--- src/rtl/exe_muldiv_sequencer.sv ---
// Multi-cycle unsigned MULTU/DIVU sequencer for the EXE stage: shift-add multiply or
// restoring divide over WIDTH cycles, stalling the pipeline, then committing HI/LO.
module exe_muldiv_sequencer #(
   parameter int WIDTH = 32
) (
   input  logic             clk,
   input  logic             rst,
   input  logic             start,
   input  logic [1:0]       op,
   input  logic             flush,
   input  logic [WIDTH-1:0] dataa,
   input  logic [WIDTH-1:0] datab,
   output logic             stall,
   output logic             busy,
   output logic             done,
   output logic [WIDTH-1:0] hi,
   output logic [WIDTH-1:0] lo,
   output logic             div_by_zero,
   output logic [1:0]       state_dbg
);

   localparam int CW = $clog2(WIDTH);

   typedef enum logic [1:0] {
      S_IDLE = 2'd0,
      S_MUL  = 2'd1,
      S_DIV  = 2'd2,
      S_DONE = 2'd3
   } state_t;

   state_t           state, state_nxt;
   logic [CW-1:0]    cnt;
   logic [WIDTH-1:0] operand;
   logic [WIDTH-1:0] acc_hi, acc_lo;
   logic [WIDTH-1:0] acc_hi_nxt, acc_lo_nxt;
   logic [WIDTH:0]   mul_sum, div_shift, div_diff;
   logic             accept, last_iter;

   assign last_iter = (cnt == '0);

   // acc_lo holds the multiplier (MUL) or dividend/quotient (DIV); acc_hi is the
   // upper product half or the partial remainder.
   always_comb begin
      mul_sum    = {1'b0, acc_hi} + (acc_lo[0] ? {1'b0, operand} : '0);
      div_shift  = {acc_hi, acc_lo[WIDTH-1]};
      div_diff   = div_shift - {1'b0, operand};
      acc_hi_nxt = acc_hi;
      acc_lo_nxt = acc_lo;
      if (state == S_MUL) begin
         acc_hi_nxt = mul_sum[WIDTH:1];
         acc_lo_nxt = {mul_sum[0], acc_lo[WIDTH-1:1]};
      end else if (state == S_DIV) begin
         // Remainder stays below the divisor, so the MSB of the W+1-bit difference is the borrow.
         if (div_diff[WIDTH]) begin
            acc_hi_nxt = div_shift[WIDTH-1:0];
            acc_lo_nxt = {acc_lo[WIDTH-2:0], 1'b0};
         end else begin
            acc_hi_nxt = div_diff[WIDTH-1:0];
            acc_lo_nxt = {acc_lo[WIDTH-2:0], 1'b1};
         end
      end
   end

   always_ff @(posedge clk or posedge rst) begin
      if (rst) state <= S_IDLE;
      else     state <= state_nxt;
   end

   always_comb begin
      state_nxt = state;
      case (state)
         S_IDLE: if (accept) state_nxt = op[0] ? S_DIV : S_MUL;
         S_MUL, S_DIV: begin
            if (flush)          state_nxt = S_IDLE;
            else if (last_iter) state_nxt = S_DONE;
         end
         S_DONE: state_nxt = S_IDLE;
         default: state_nxt = S_IDLE;
      endcase
   end

   always_comb begin
      accept    = (state == S_IDLE) && start && !op[1] && !flush;
      stall     = accept || (state == S_MUL) || (state == S_DIV);
      busy      = (state != S_IDLE);
      done      = (state == S_DONE);
      state_dbg = state;
   end

   // Result registers only move on entry to DONE; a flush leaves them untouched.
   always_ff @(posedge clk or posedge rst) begin
      if (rst) begin
         cnt         <= '0;
         operand     <= '0;
         acc_hi      <= '0;
         acc_lo      <= '0;
         hi          <= '0;
         lo          <= '0;
         div_by_zero <= 1'b0;
      end else if (accept) begin
         cnt         <= CW'(WIDTH - 1);
         operand     <= datab;
         acc_hi      <= '0;
         acc_lo      <= dataa;
         div_by_zero <= 1'b0;
      end else if ((state == S_MUL || state == S_DIV) && !flush) begin
         acc_hi <= acc_hi_nxt;
         acc_lo <= acc_lo_nxt;
         cnt    <= cnt - 1'b1;
         if (last_iter) begin
            hi <= acc_hi_nxt;
            lo <= acc_lo_nxt;
            if (state == S_DIV) div_by_zero <= (operand == '0);
         end
      end
   end

endmodule

--- config.mk ---
export PLATFORM = sky130hd
export DESIGN_NAME = exe_muldiv_sequencer
export DESIGN_NICKNAME = d
export VERILOG_FILES = /design/src/rtl/exe_muldiv_sequencer.sv
export SDC_FILE = /design/constraint.sdc
export NUM_CORES = 1
export LEC_CHECK = 0
export CAP_MARGIN = 0
export CELL_PAD_IN_SITES_DETAIL_PLACEMENT = 1
export CELL_PAD_IN_SITES_GLOBAL_PLACEMENT = 1
export CORE_ASPECT_RATIO = 0.5
export CORE_MARGIN = 3
export CORE_UTILIZATION = 46
export CTS_CLUSTER_DIAMETER = 100
export DETAILED_ROUTE_END_ITERATION = 6
export PLACE_DENSITY_LB_ADDON = 0.08
export SKIP_CTS_REPAIR_TIMING = 1
export SLEW_MARGIN = 20
export SYNTH_ARGS = -nofsm -noshare
export SYNTH_HDL_FRONTEND = slang
export SYNTH_SLANG_ARGS = --single-unit
--- constraint.sdc ---
create_clock -name clk -period 18.7 [get_ports clk]
set_input_delay 4.675 -clock clk [delete_from_list [all_inputs] [get_ports clk]]
set_output_delay 4.675 -clock clk [all_outputs]
set_load 0.005 [all_outputs]
---- Word-level counts from Yosys, hierarchy flattened ----
Cells that the tools add are included.
storage, ports and cells
  bits in writable memories ............... 0
  flip-flop bits (word level) ............. 168
  logic and storage cells ................. 59
  memories ................................ 0
  latch bits .............................. 0
  bits of input ports ..................... 70
  bits in read-only memories .............. 0
cells by class
  bitwise operators ....................... 1
  $add $sub $neg .......................... 3
  mux-type cells .......................... 22
  divide/modulo/power cells ............... 0
  shifts and indexed selects .............. 0
  reductions and logical operators ........ 20
  $lt $le $gt $ge ......................... 0
  eq/ne operators ......................... 5
  $mul .................................... 0
operators with widths
  cell                                                                    number
  32-bit 2-to-1 mux                                                       10
  32-bit by 32-bit adder with 33-bit output                               1
  33-bit by 32-bit subtractor with 33-bit output                          1
  32-bit logical NOT                                                      1
  5-bit 2-to-1 mux                                                        2
  2-bit 2-to-1 mux                                                        4
  2-bit nonzero test                                                      4
  2-bit one-hot mux with 3 select lines                                   1
  3-bit AND reduction                                                     2
  5-bit logical NOT                                                       1
  1-bit 2-to-1 mux                                                        5
  5-bit by 1-bit subtractor with 5-bit output (second input constant)     1
  2-bit equality test (second input constant)                             2
  1-bit logical AND                                                       4
  1-bit logical OR                                                        3
  3-bit inequality test (second input constant)                           1
  2-bit by 1-bit equality test with 1-bit output (second input constant)  1
  1-bit logical NOT                                                       2
  2-bit logical NOT                                                       1
  2-bit inequality test (second input constant)                           1
  2-bit AND reduction                                                     1
  2-bit OR reduction                                                      1
  1-bit inverter                                                          1

---- Logic depth before layout (Yosys ltp) ----
Gate-level depths: netlist of run 1.
  depth in word-level cells ............... 6
  depth in mapped cells ................... 16
  gate-level depth less buffers ........... 14

---- Worst setup path after synthesis of run 1 ----
No wires, ideal clock.
  kind .................................... input to output
  start ................................... in flush
  end ..................................... out stall
  path buffers ............................ 2
  stages on the path ...................... 4
  data arrival time ....................... 5851 ps
  required time ........................... 14025 ps
  slack ................................... 8174 ps
  cell sequence ........................... or4b_2 clkbuf_1 clkbuf_1 nand2_1
between the ends
  word-level cells in the longest chain between the ends .. 4
ends and longest elaborated chain
  item                           RTL line  source
  start: declaration             10        input logic flush,
  1-bit logical NOT              83        accept = (state == S_IDLE) && start && !op[1] && !flush;
  1-bit logical AND              83
  1-bit logical OR (2 in a row)  84        stall = accept || (state == S_MUL) || (state == S_DIV);
  end: declaration               13        output logic stall,
Every way passes these cells.

---- Final worst setup path of run 1 ----
Same ends and word-level chain as after synthesis.

==> out/results.tsv, run 1 <==
metric	value	unit
status	finished clean	
GR Util All Layers	28.9	%
FILL cells	3003	
critical path class	input port to output pin	
initial core utilization	48.2	%
Crit path top cell by count	clkdlybuf4s50_1	
gr ovfl total	0	
IO Count	140	
Residual DRC	0	
EDFF count, synth	0	
DRT Pass-1 Iters	5	
critical path's slowest cell	or4b_2	
cell count after synthesis	1484	
H-tree lvl count	4	
Final period util	62.6	%
vias per cell	6.00	
yosys warns	0	
First DRT Iteration DRCs	773	
DR vias	11500	
area of the core	24700	sq um
clk slew on worst S/H paths	0.07	ns
CTS Root Cell	clkbuf_16	
CTS tree	built	
Synth top area share	35.3	%
worst min path class	flip-flop to flip-flop	
Post-synth top cells	202 x nand2_1, 185 x o21ai_0, 176 x a21oi_1	
CP peak stage delay	1.17	ns
RSZ-0062 raised after global routing	no	
grt peak-use layer	met2	
clk sinks	168	
min-delay src	lo[30]	
Pwr Total	3.04	mW
max-slew violation count	0	
Skew-Pair Late Insertion Delay	0.46	ns
CP Cell Sequence	clkdlybuf4s50_1, or4b_2, nand2_1, clkdlybuf4s50_1	
Fmax achieved	0.0855	GHz
critical path startpoint category	input port	
Crit Reg-Reg Startpoint	acc_lo[31]	
most common cell in the netlist	nand2_1	
post-DP HPWL	27600	um
WL/cell	20.6	um
Routed WL	39400	um
WP buf/inv	2	
crit end category	output pin	
first-pass GRT wire length	63900	um
Ant. Diodes	0	
main flop type after synthesis	dfrtp_1	
Port-buffer cells	139	
CP Data Required Time	14.03	ns
Die Span Y	120	um
max_slew headroom	29.0	%
Max clock buf depth	2	
DIE WIDTH	234	um
Fin Hold WS	0.478	ns
vias in the first global route	11600	
initial antenna violation count	0	
Worst EP arrival	7.03	ns
flops & latches, synth	168	
static leakage	6.04	nW
Power Dens Cells	216	nW/um^2
Final Skew	0.0121	ns
Post-Syn Nets	1627	
syn_area_per_cell	8.03	sq um
Layout Nets	1704	
final hold vios	0	
Final ANT Viol Nets	0	
Worst IR Drop VDD	122	uV
final setup fails	0	
share of layout cells above drive strength 1	4.07	%
met1 usage	40.0	%
post-synth cell types	69	
cts bufs inserted	17	
critical path launch point	flush	
largest cells by area after synthesis	dfrtp_1 35%, o21ai_0 7.8%, ha_1 7.5%	
GPL Wtd Cong	0.925	
minimum clock period	11.70	ns
met3 usage	4.44	%
Synth async-reset ratio	100	%
Crit Path Max Fanout	39	
Crit path max-delay family	simple AND/OR/NAND/NOR gates	
maxcap violations	0	
pin count of the biggest net entering global routing	119	
DIE AREA	28000	sq um
sequential element share of the synthesized area	35.3	%
final setup TNS	0	ns
dpl cell area	13500	sq um
biggest area consumer among synthesized cells	dfrtp_1	
met2 Usage GRT	46.8	%
Site Rows	40	
worst slew pin tran	1.06	ns
synthesized area	11900	sq um
synth-to-layout area growth	17.8	%
Design Area, Final	14000	sq um
==> worst register-to-register path: cells and delay by family, from the launching register on <==
| family | cells | cell delay (ns) |
|---|---|---|
| adder cells (fa/ha/maj) | 2 | 0.65 |
| AND/OR/NAND/NOR | 2 | 0.92 |
| AO/OA/AOI/OAI | 7 | 1.91 |
| buffers and inverters | 2 | 0.17 |
| multiplexers | 1 | 0.25 |
| flip-flops | 1 | 0.47 |
==> stage by stage <==
stage	util, %	cells	setup slack (ns)
floorplan	-	1484	8.17
global placement	54.4	1878	7.03
detailed placement	54.4	1878	7.03
CTS	56.7	1910	7.03
global route	56.8	1910	6.92
finish	56.8	1910	7.00
==> per-layer routing <==
layer  vias up  routed length (um)
met5         -                   0
met4         0                 732
met3        56                1650
met2       267               18500
met1      5734               18600
li1       5409                   -
==> flip-flops by register name, indices dropped and copies added (netlist names) <==
signal / cells
acc_hi: 32
hi: 32
cnt: 5
state_dbg: 2
acc_lo: 32
operand: 32
lo: 32
div_by_zero: 1
==> report_power, final <==
part | internal, mW | total, mW | leakage, nW | switching, mW
Combinational | 0.796 | 2.02 | 3.60 | 1.23
Sequential | 0.489 | 0.651 | 2.17 | 0.162
Clock | 0.190 | 0.362 | 0.271 | 0.172
Total | 1.48 | 3.04 | 6.04 | 1.56
==> cells by family after synthesis <==
| group | Yosys count | share of synthesized area, % |
|---|---|---|
| multiplexers | 61 | 5.13 |
| flip-flops | 168 | 35.3 |
| AND/OR/NAND/NOR | 465 | 17.4 |
| buffers and inverters | 145 | 5.01 |
| adder cells (fa/ha/maj) | 73 | 7.79 |
| AO/OA/AOI/OAI | 513 | 25.1 |
| XOR/XNOR | 59 | 4.33 |
==> final timing paths <==
kind / to / slack (ns) / depth (start not counted)
min: lo[30] / 0.48 / 2
max: stall / 7.00 / 4
min in group asynchronous: lo[12] / 4.80 / 2
max in group asynchronous: acc_hi[9] / 12.38 / 3
max reg2reg: hi[14] / 14.27 / 14
min reg2reg: lo[30] / 0.48 / 2
==> final cells by class <==
cell class | instances | area [sq um] | area share (%)
Sequential cell | 168 | 4200 | 29.9
Timing Repair Buffer | 147 | 1450 | 10.3
Tap cell | 336 | 420 | 2.99
Clock inverter | 13 | 131 | 0.936
Multi-Input combinational cell | 1171 | 7170 | 51.1
Inverter | 56 | 215 | 1.53
Clock buffer | 19 | 443 | 3.16
==> cells in the final DEF (no fill, tap or decap), types with 8 or more instances in the layout <==
master,instances
a211oi_1,23
a21o_1,23
a21oi_1,176
a31oi_1,18
and2_1,38
buf_4,8
clkbuf_16,17
clkdlybuf4s50_1,139
dfrtp_1,168
ha_1,69
inv_1,55
mux2i_1,60
nand2_1,201
nand3_1,14
nand4_1,15
nor2_1,133
nor2b_1,9
nor3_1,9
nor4_1,14
o211ai_1,11
o21a_1,11
o21ai_0,185
o31ai_1,8
xnor2_1,35
xor2_1,24
No activity file was read; power rests on OpenSTA's default activity.
==> run 2: changes to the inputs <==
Settings changed: CORE_UTILIZATION 46 to 39.
Clock period 18.7 ns to 10.2 ns, I/O delays scaled along.
==> run 2 against run 1 <==
First-iteration DRC count down 19%. Clock-buffer cell count decreased by 2. Flip-flop and latch count is the same. Die area up 17%. Global-route usage decreased by 4.1 points. Critical endpoint unchanged. Worst hold slack got worse by 0.0017 ns. Core utilization shrank 9.0 points. Design area up 0.59%. Clock power is 86% higher. Register-to-register slack lost 8.5 ns. Highest routed layer unchanged. Critical path depth is the same. Final cell count grew 3.0%.
==> out/results.tsv, run 2 (same netlist as run 1, synthesis figures left out) <==
metric	value	unit	change
DR vias	11300		was 11500
IO Count	140		unchanged
commonest non-fill, non-tap cells in the layout	201 x nand2_1, 185 x o21ai_0, 176 x a21oi_1		unchanged
pin count of the biggest net entering global routing	106		was 119
Crit Path Max Fanout	39		unchanged
Final period util	73.1	%	
Design Area, Final	14100	sq um	was 14000 sq um
RSZ-0062 raised after global routing	no		unchanged
Routed WL	39900	um	was 39400 um
Worst EP arrival	4.91	ns	was 7.03 ns
worst slew pin tran	1.02	ns	was 1.06 ns
cts bufs inserted	17		unchanged
clk slew on worst S/H paths	0.07	ns	about the same
Ant. Diodes	0		unchanged
H-tree lvl count	4		unchanged
gr ovfl total	0		unchanged
vias per cell	5.73		was 6.00
max_slew headroom	31.9	%	was 29.0%
status	finished clean		unchanged
Cells after DPL	1936		was 1878
first-pass GRT wire length	63900	um	about the same
Crit path top cell by count	clkdlybuf4s50_1		unchanged
max-slew violation count	0		unchanged
Site Rows	44		was 40
CP Cell Sequence	clkdlybuf4s50_1, or4b_2, nand2_1, clkdlybuf4s50_1		unchanged
static leakage	6.05	nW	was 6.04 nW
Layout Nets	1707		was 1704
clk sinks	168		unchanged
slack of the critical path	2.74	ns	was 7.00 ns
maxcap violations	0		unchanged
WL/cell	20.3	um	was 20.6 um
CP Data Required Time	7.65	ns	was 14.03 ns
DIE AREA	32800	sq um	was 28000 sq um
CTS tree	built		unchanged
critical path startpoint category	input port		unchanged
Final Skew	0.0114	ns	was 0.0121 ns
worst min path class	flip-flop to flip-flop		unchanged
Non-Filler Instances	1967		was 1910
crit end category	output pin		unchanged
Fmax achieved	0.134	GHz	
share of layout cells above drive strength 1	4.25	%	was 4.07%
Max clock buf depth	2		unchanged
FILL cells	3552		was 3003
worst slack, placed	2.73	ns	was 7.03 ns
Residual DRC	0		unchanged
area of the core	29600	sq um	was 24700 sq um
CP peak stage delay	1.15	ns	was 1.17 ns
CTS Root Cell	clkbuf_16		unchanged
DRT Pass-1 Iters	5		unchanged
Power Dens Cells	394	nW/um^2	was 216 nW/um^2
post-DP HPWL	28700	um	was 27600 um
DIE WIDTH	253	um	was 234 um
Port-buffer cells	139		unchanged
critical path's slowest cell	or4b_2		unchanged
commonest non-fill, non-tap cell in the layout	nand2_1		unchanged
Pwr Total	5.56	mW	was 3.04 mW
GR Util All Layers	24.8	%	was 28.9%
vias in the first global route	11400		was 11600
initial core utilization	40.3	%	was 48.2%
Worst IR Drop VDD	204	uV	was 122 uV
initial antenna violation count	0		unchanged
critical path class	input port to output pin		unchanged
final hold vios	0		unchanged
final setup fails	0		unchanged
Skew-Pair Late Insertion Delay	0.46	ns	about the same
final setup TNS	0	ns	unchanged
minimum clock period	7.46	ns	
Final ANT Viol Nets	0		unchanged
Die Span Y	130	um	was 120 um
First DRT Iteration DRCs	629		was 773
GPL Wtd Cong	0.905		was 0.925
synth-to-layout area growth	18.5	%	was 17.8%
dpl cell area	13500	sq um	about the same
## run 2: path summary, 6_finish.rpt
check | cells after the start | from | slack (ns) | to
hold reg to reg | 2 | hi[19] | 0.48 | hi[19]
setup / recovery | 4 | flush | 2.74 | stall
setup reg to reg | 14 | acc_lo[31] | 5.74 | hi[19]
min in group asynchronous | 2 | rst | 2.60 | acc_lo[9]
max in group asynchronous | 3 | rst | 6.40 | operand[17]
hold / removal | 2 | hi[19] | 0.48 | hi[19]
## run 2: worst max-delay path, delay by kind of cell
kind,cells,cell delay [ns]
buffers and inverters,2,0.99
and+or+nand+nor,2,1.34
## run 2: per-layer routing
metal	global-route usage, %	wire length, um	up-vias
met5	0	0	-
met4	5.79	535	0
met3	3.57	1290	38
met2	40.2	18400	183
met1	35.1	19700	5664
li1	-	-	5392
## run 2: final cells by class
| type | count | area [sq um] | share of cell area (%) |
|---|---|---|---|
| Clock buffer | 17 | 425 | 3.01 |
| Clock inverter | 14 | 149 | 1.05 |
| Inverter | 56 | 215 | 1.52 |
| Multi-Input combinational cell | 1171 | 7160 | 50.7 |
| Sequential cell | 168 | 4200 | 29.8 |
| Tap cell | 391 | 489 | 3.46 |
| Timing Repair Buffer | 150 | 1470 | 10.4 |
## run 2: through the flow
step           util [%]  hold WS, ns
2_1_floorplan         -        0.463
3_3_place_gp       45.8        0.452
3_5_place_dp       45.8        0.468
4_1_cts            47.8        0.485
5_1_grt            47.8        0.511
6_report           47.8        0.476
## run 2: report_power, final
group          switching, mW  internal [mW]
sequential             0.282          0.897
combinational           2.24           1.46
clock                  0.314          0.361
total                   2.84           2.72
==> run 3: changes to the inputs <==
Settings changed: CORE_UTILIZATION 39 to 43.
Clock period 10.2 ns to 7.65 ns, I/O delays scaled along.
==> run 3 against run 2 <==
Wire length fell by 1.7%. Register-to-register slack got worse by 2.5 ns. Combinational power rose by 34%. Clock skew fell by 0.0036 ns. Flip-flop and latch count did not move. Design area rose by 0.26%. Highest routed layer unchanged.
==> out/results.tsv, run 3 (same netlist as run 1, synthesis figures left out) <==
metric	value	unit	change
status	finished clean		unchanged
Fin Hold WS	0.476	ns	about the same
CTS Root Cell	clkbuf_16		unchanged
min-delay src	hi[25]		was hi[19]
CP Capture Point	stall		unchanged
clk slew on worst S/H paths	0.07	ns	about the same
clk sinks	168		unchanged
share of layout cells above drive strength 1	4.25	%	about the same
first-pass GRT wire length	63100	um	was 63900 um
Worst R2R Path Depth	14		unchanged
worst slew pin tran	1.02	ns	about the same
CTS tree	built		unchanged
commonest non-fill, non-tap cells in the layout	201 x nand2_1, 185 x o21ai_0, 176 x a21oi_1		unchanged
First DRT Iteration DRCs	693		was 629
Crit Path Max Fanout	39		unchanged
crit end category	output pin		unchanged
DIE WIDTH	241	um	was 253 um
initial core utilization	44.4	%	was 40.3%
Reg-to-Reg End	acc_hi[27]		was hi[19]
Crit Reg-Reg Startpoint	acc_lo[31]		unchanged
Fmax achieved	0.161	GHz	
max-slew violation count	0		unchanged
final setup fails	0		unchanged
final hold vios	0		unchanged
critical path launch point	flush		unchanged
gr ovfl total	0		unchanged
GR Util All Layers	27.1	%	was 24.8%
area of the core	26900	sq um	was 29600 sq um
Layout Nets	1707		unchanged
CP Data Required Time	5.74	ns	was 7.65 ns
Worst EP arrival	4.31	ns	was 4.91 ns
RSZ-0062 raised after global routing	no		unchanged
critical path's slowest cell	or4b_2		unchanged
Final ANT Viol Nets	0		unchanged
Design Area, Final	14200	sq um	was 14100 sq um
worst slack, placed	1.43	ns	was 2.73 ns
initial antenna violation count	0		unchanged
DIE AREA	29900	sq um	was 32800 sq um
Die Span Y	124	um	was 130 um
dpl cell area	13500	sq um	about the same
Psw	3.79	mW	was 2.84 mW
Port-buffer cells	139		unchanged
Final Skew	0.00781	ns	was 0.0114 ns
IO Count	140		unchanged
Register Area	4200	sq um	unchanged
synth-to-layout area growth	18.8	%	was 18.5%
slack of the critical path	1.43	ns	was 2.74 ns
worst min path class	flip-flop to flip-flop		unchanged
Clk pwr share	12.9	%	was 12.1%
FILL cells	3216		was 3552
Max clock buf depth	2		unchanged
commonest non-fill, non-tap cell in the layout	nand2_1		unchanged
vias per cell	5.75		was 5.73
Crit path top cell by count	clkdlybuf4s50_1		unchanged
final setup TNS	0	ns	unchanged
Routed WL	39300	um	was 39900 um
Power Dens Cells	530	nW/um^2	was 394 nW/um^2
Site Rows	42		was 44
Pint	3.71	mW	was 2.72 mW
H-tree lvl count	4		unchanged
Worst IR Drop VDD	283	uV	was 204 uV
combinational share of power	66.2	%	was 66.7%
minimum clock period	6.22	ns	
Cells after DPL	1919		was 1936
WL/cell	20.1	um	was 20.3 um
CP Cell Sequence	clkdlybuf4s50_1, or4b_2, nand2_1, clkdlybuf4s50_1		unchanged
DRT Pass-1 Iters	6		was 5
maxcap violations	0		unchanged
DR vias	11200		was 11300
multi-input logic area	7160	sq um	unchanged
critical path startpoint category	input port		unchanged
post-DP HPWL	28000	um	was 28700 um
Non-Filler Instances	1951		was 1967
Switching Share	50.6	%	was 51.1%
cts bufs inserted	17		unchanged
Skew-Pair Late Insertion Delay	0.46	ns	about the same
pin count of the biggest net entering global routing	108		was 106
CP peak stage delay	1.17	ns	was 1.15 ns
critical path class	input port to output pin		unchanged
Reg2Reg Setup Slack	3.25	ns	was 5.74 ns
GPL Wtd Cong	0.929		was 0.905
max_slew headroom	31.8	%	was 31.9%
Final period util	81.3	%	
vias in the first global route	11400		about the same
Ant. Diodes	0		unchanged
sequential share of power	20.9	%	was 21.2%
Residual DRC	0		unchanged
static leakage	6.09	nW	was 6.05 nW
run 3: cell types whose count changed in the layout (fill, tap and decap cells not counted), sizes merged:
cell and change:
clkbuf +2, inv +2, bufinv +2, clkinvlp -3
clkinv -2
run 3: through the flow:
| step | util, % | power (mW) |
|---|---|---|
| global placement | 50.4 | 6.27 |
| finish | 52.7 | 7.50 |
| CTS | 52.7 | 7.48 |
| detailed placement | 50.4 | 6.44 |
| global route | 52.7 | 8.13 |
| floorplan | - | 5.11 |
run 3: worst min-delay path by stage:
stage	slack [ns]	cells after the start	endpoint
final	0.48	2	hi[25]
after global placement	0.45	2	hi[25]
after detailed placement	0.46	2	hi[25]
after CTS	0.48	2	hi[25]
after floorplan	0.46	2	hi[19]
after global routing	0.50	2	hi[19]
run 3: worst max-delay path: cells and delay by family:
| kind | cells | cell delay (ns) |
|---|---|---|
| and+or+nand+nor | 2 | 1.36 |
| buffers and inverters | 2 | 1.01 |
run 3: layer usage:
| metal | global-route usage, % | vias up | share of wire, % |
|---|---|---|---|
| li1 | - | 5393 | - |
| met1 | 36.6 | 5602 | 48 |
| met2 | 45.9 | 198 | 47 |
| met3 | 4.40 | 35 | 3.9 |
| met4 | 6.30 | 0 | 1.2 |
| met5 | 0 | - | 0 |
run 3: layout make-up:
class,count,share of cell area [%]
clock inverter,13,1.33
clock buffer,19,3.13
inverter,56,1.52
tap,374,3.31
multi-input combinational,1171,50.6
timing repair buffer,150,10.4
sequential,168,29.7
run 3: power groups by stage:
stage | clock, mW | sequential [mW] | combinational, mW
3_3_place_gp | 0 | 1.57 | 4.71
2_1_floorplan | 0 | 1.43 | 3.68
4_1_cts | 0.985 | 1.56 | 4.93
6_report | 0.964 | 1.57 | 4.97
5_1_grt | 1.02 | 1.61 | 5.50
3_5_place_dp | 0 | 1.58 | 4.87
==> patch: new RTL, flow settings as in run 2 <==
`WIDTH`: 32 -> 16.
--- a/src/rtl/exe_muldiv_sequencer.sv
+++ b/src/rtl/exe_muldiv_sequencer.sv
@@ -1,7 +1,7 @@
 // Multi-cycle unsigned MULTU/DIVU sequencer for the EXE stage: shift-add multiply or
 // restoring divide over WIDTH cycles, stalling the pipeline, then committing HI/LO.
 module exe_muldiv_sequencer #(
-   parameter int WIDTH = 32
+   parameter int WIDTH = 16
 ) (
    input  logic             clk,
    input  logic             rst,
Ports: changed (resized dataa, datab, hi and lo); port bits go from 140 to 76. The function was not compared with the original's and may differ.
==> patch against run 2 <==
Maximum frequency grew 9.0%; worst setup slack better by 0.62 ns; routed wire length fell by 52%; largest power group unchanged; area after synthesis decreased by 49%; first-iteration DRC count shrank 59%; design area is 48% lower; total power decreased by 52%; combinational power is 55% lower; sequential cell count fell by 81.
==> patch: results (changes against run 2) <==
* Clk sink count at 87 (-48%)
* Hold path startpoint: lo[7]
* Reg-to-reg slack, setup at 6.05 ns (+0.31 ns)
* Sequential cell area share at 0.299 (+0.00161)
* GRT Util Overall at 0.229 (-0.0183)
* Worst Path Max Fanout at 20 (-49%)
* Final Instance Count excl. Fillers at 993 (-50%)
* Syn avg cell area at 8.19 µm² (+2.0%)
* DRC at 0 (unchanged)
* Share of cells above drive strength 1 at 0.0491 (+0.00654)
* Syn Nets at 816 (-50%)
* ClkCell Share at 0.0432 (+0.00251)
* Data buffer area share at 0.111 (+0.00710)
* Worst Hold End: lo[7]
* Cell depth of the worst flop-to-flop path at 11 (-3)
* Global-route wire length before repair at 31,000 µm (-52%)
* Post-synth top cells: 87 x dfrtp_1, 87 x o21ai_0, 81 x nand2_1, 67 x nor2_1, 60 x a21oi_1
* Start point of the critical path: op[1]
* Port Buffers at 75 (-46%)
* Worst-Skew Late Latency at 0.36 ns (-0.10 ns)
* Synth area leaders: dfrtp_1 36%, ha_1 7.9%, o21ai_0 7.2%, nand2_1 5.0%, a21oi_1 5.0%
* Largest net degree at the start of global routing at 71 (-33%)
* Reg2reg start: acc_lo[0]
* CP peak stage delay at 0.50 ns (-0.65 ns)
* Fraction of area in multi-input gates at 0.496 (-0.0111)
* Worst-margin pin slew at 0.967 ns (-0.0549 ns)
* Dpl cells at 977 (-50%)
* Peak VDD IR at 0.124 mV (-39%)
* FF-to-FF End: acc_hi[15]
* Leakage power at 0.00305 µW (-50%)
* # nets final at 868 (-49%)
* Dpl hpwl at 13,600 µm (-53%)
* Post-synthesis sequential area ratio at 0.360 (+0.00738)
* Worst Hold Slack at 0.483 ns (+0.00732 ns)
* Unique masters post-synth at 57 (-17%)
* Routability cong. at 0.885 (-2.2%)
* Clk_skew at 0.0117 ns (+0.000248 ns)
* Signal inverters at 30 (-46%)
* Fillcell total at 1,783 (-50%)
* FMAX at 146 MHz (+9.0%)
* Layout buffer count excluding clock buffers at 83 (-45%)
* Htree depth at 3 (-1)
* Initial drt markers at 255 (-59%)
* Status: finished clean
* Vias in the first global route at 5,619 (-51%)
* Routed WL per cell at 19.2 µm (-5.3%)
* Crit-path slowest cell: clkdlybuf4s50_1
* Place WS at 3.34 ns (+0.613 ns)
* Crit path max-delay family: buffers and inverters
* Register area at 0.00218 mm² (-48%)
* DRT Pass-1 Iters at 4 (-1)
* Crit path arrival time at 4.29 ns (-0.62 ns)
* Synthesis-to-finish area growth at 20.3%
* Via density at 5.76 (+0.46%)
* TritonCTS buffer count at 9 (-8)
[patch: cell types whose count changed after synthesis, moves of 15 or more]
cell	before	now
a21oi_1	176	60
nor2_1	133	67
mux2i_1	60	17
inv_1	56	30
dfrtp_1	168	87
clkbuf_1	72	36
o21ai_0	185	87
and2_1	38	19
a21o_1	23	8
ha_1	71	38
nand2_1	202	81
xnor2_1	35	11
[patch: cells by family after synthesis]
family,share of synthesized area
compound gates,0.255
xor+xnor,0.0319
fa+ha+maj,0.0852
buf+inv,0.0459
flops,0.360
mux,0.0281
simple gates,0.194
[patch: report_power, final]
part | internal, µW | leakage (µW) | switching (µW) | total [µW]
Clock | 201 | 0.000152 | 158 | 359
Combinational | 689 | 0.00178 | 981 | 1670
Sequential | 484 | 0.00112 | 171 | 655
[patch: layer usage]
metal  track usage  wire length [µm]
met1         0.345              9850
met2         0.344              8150
met3        0.0476               994
met4        0.0386                98
met5             0                 0
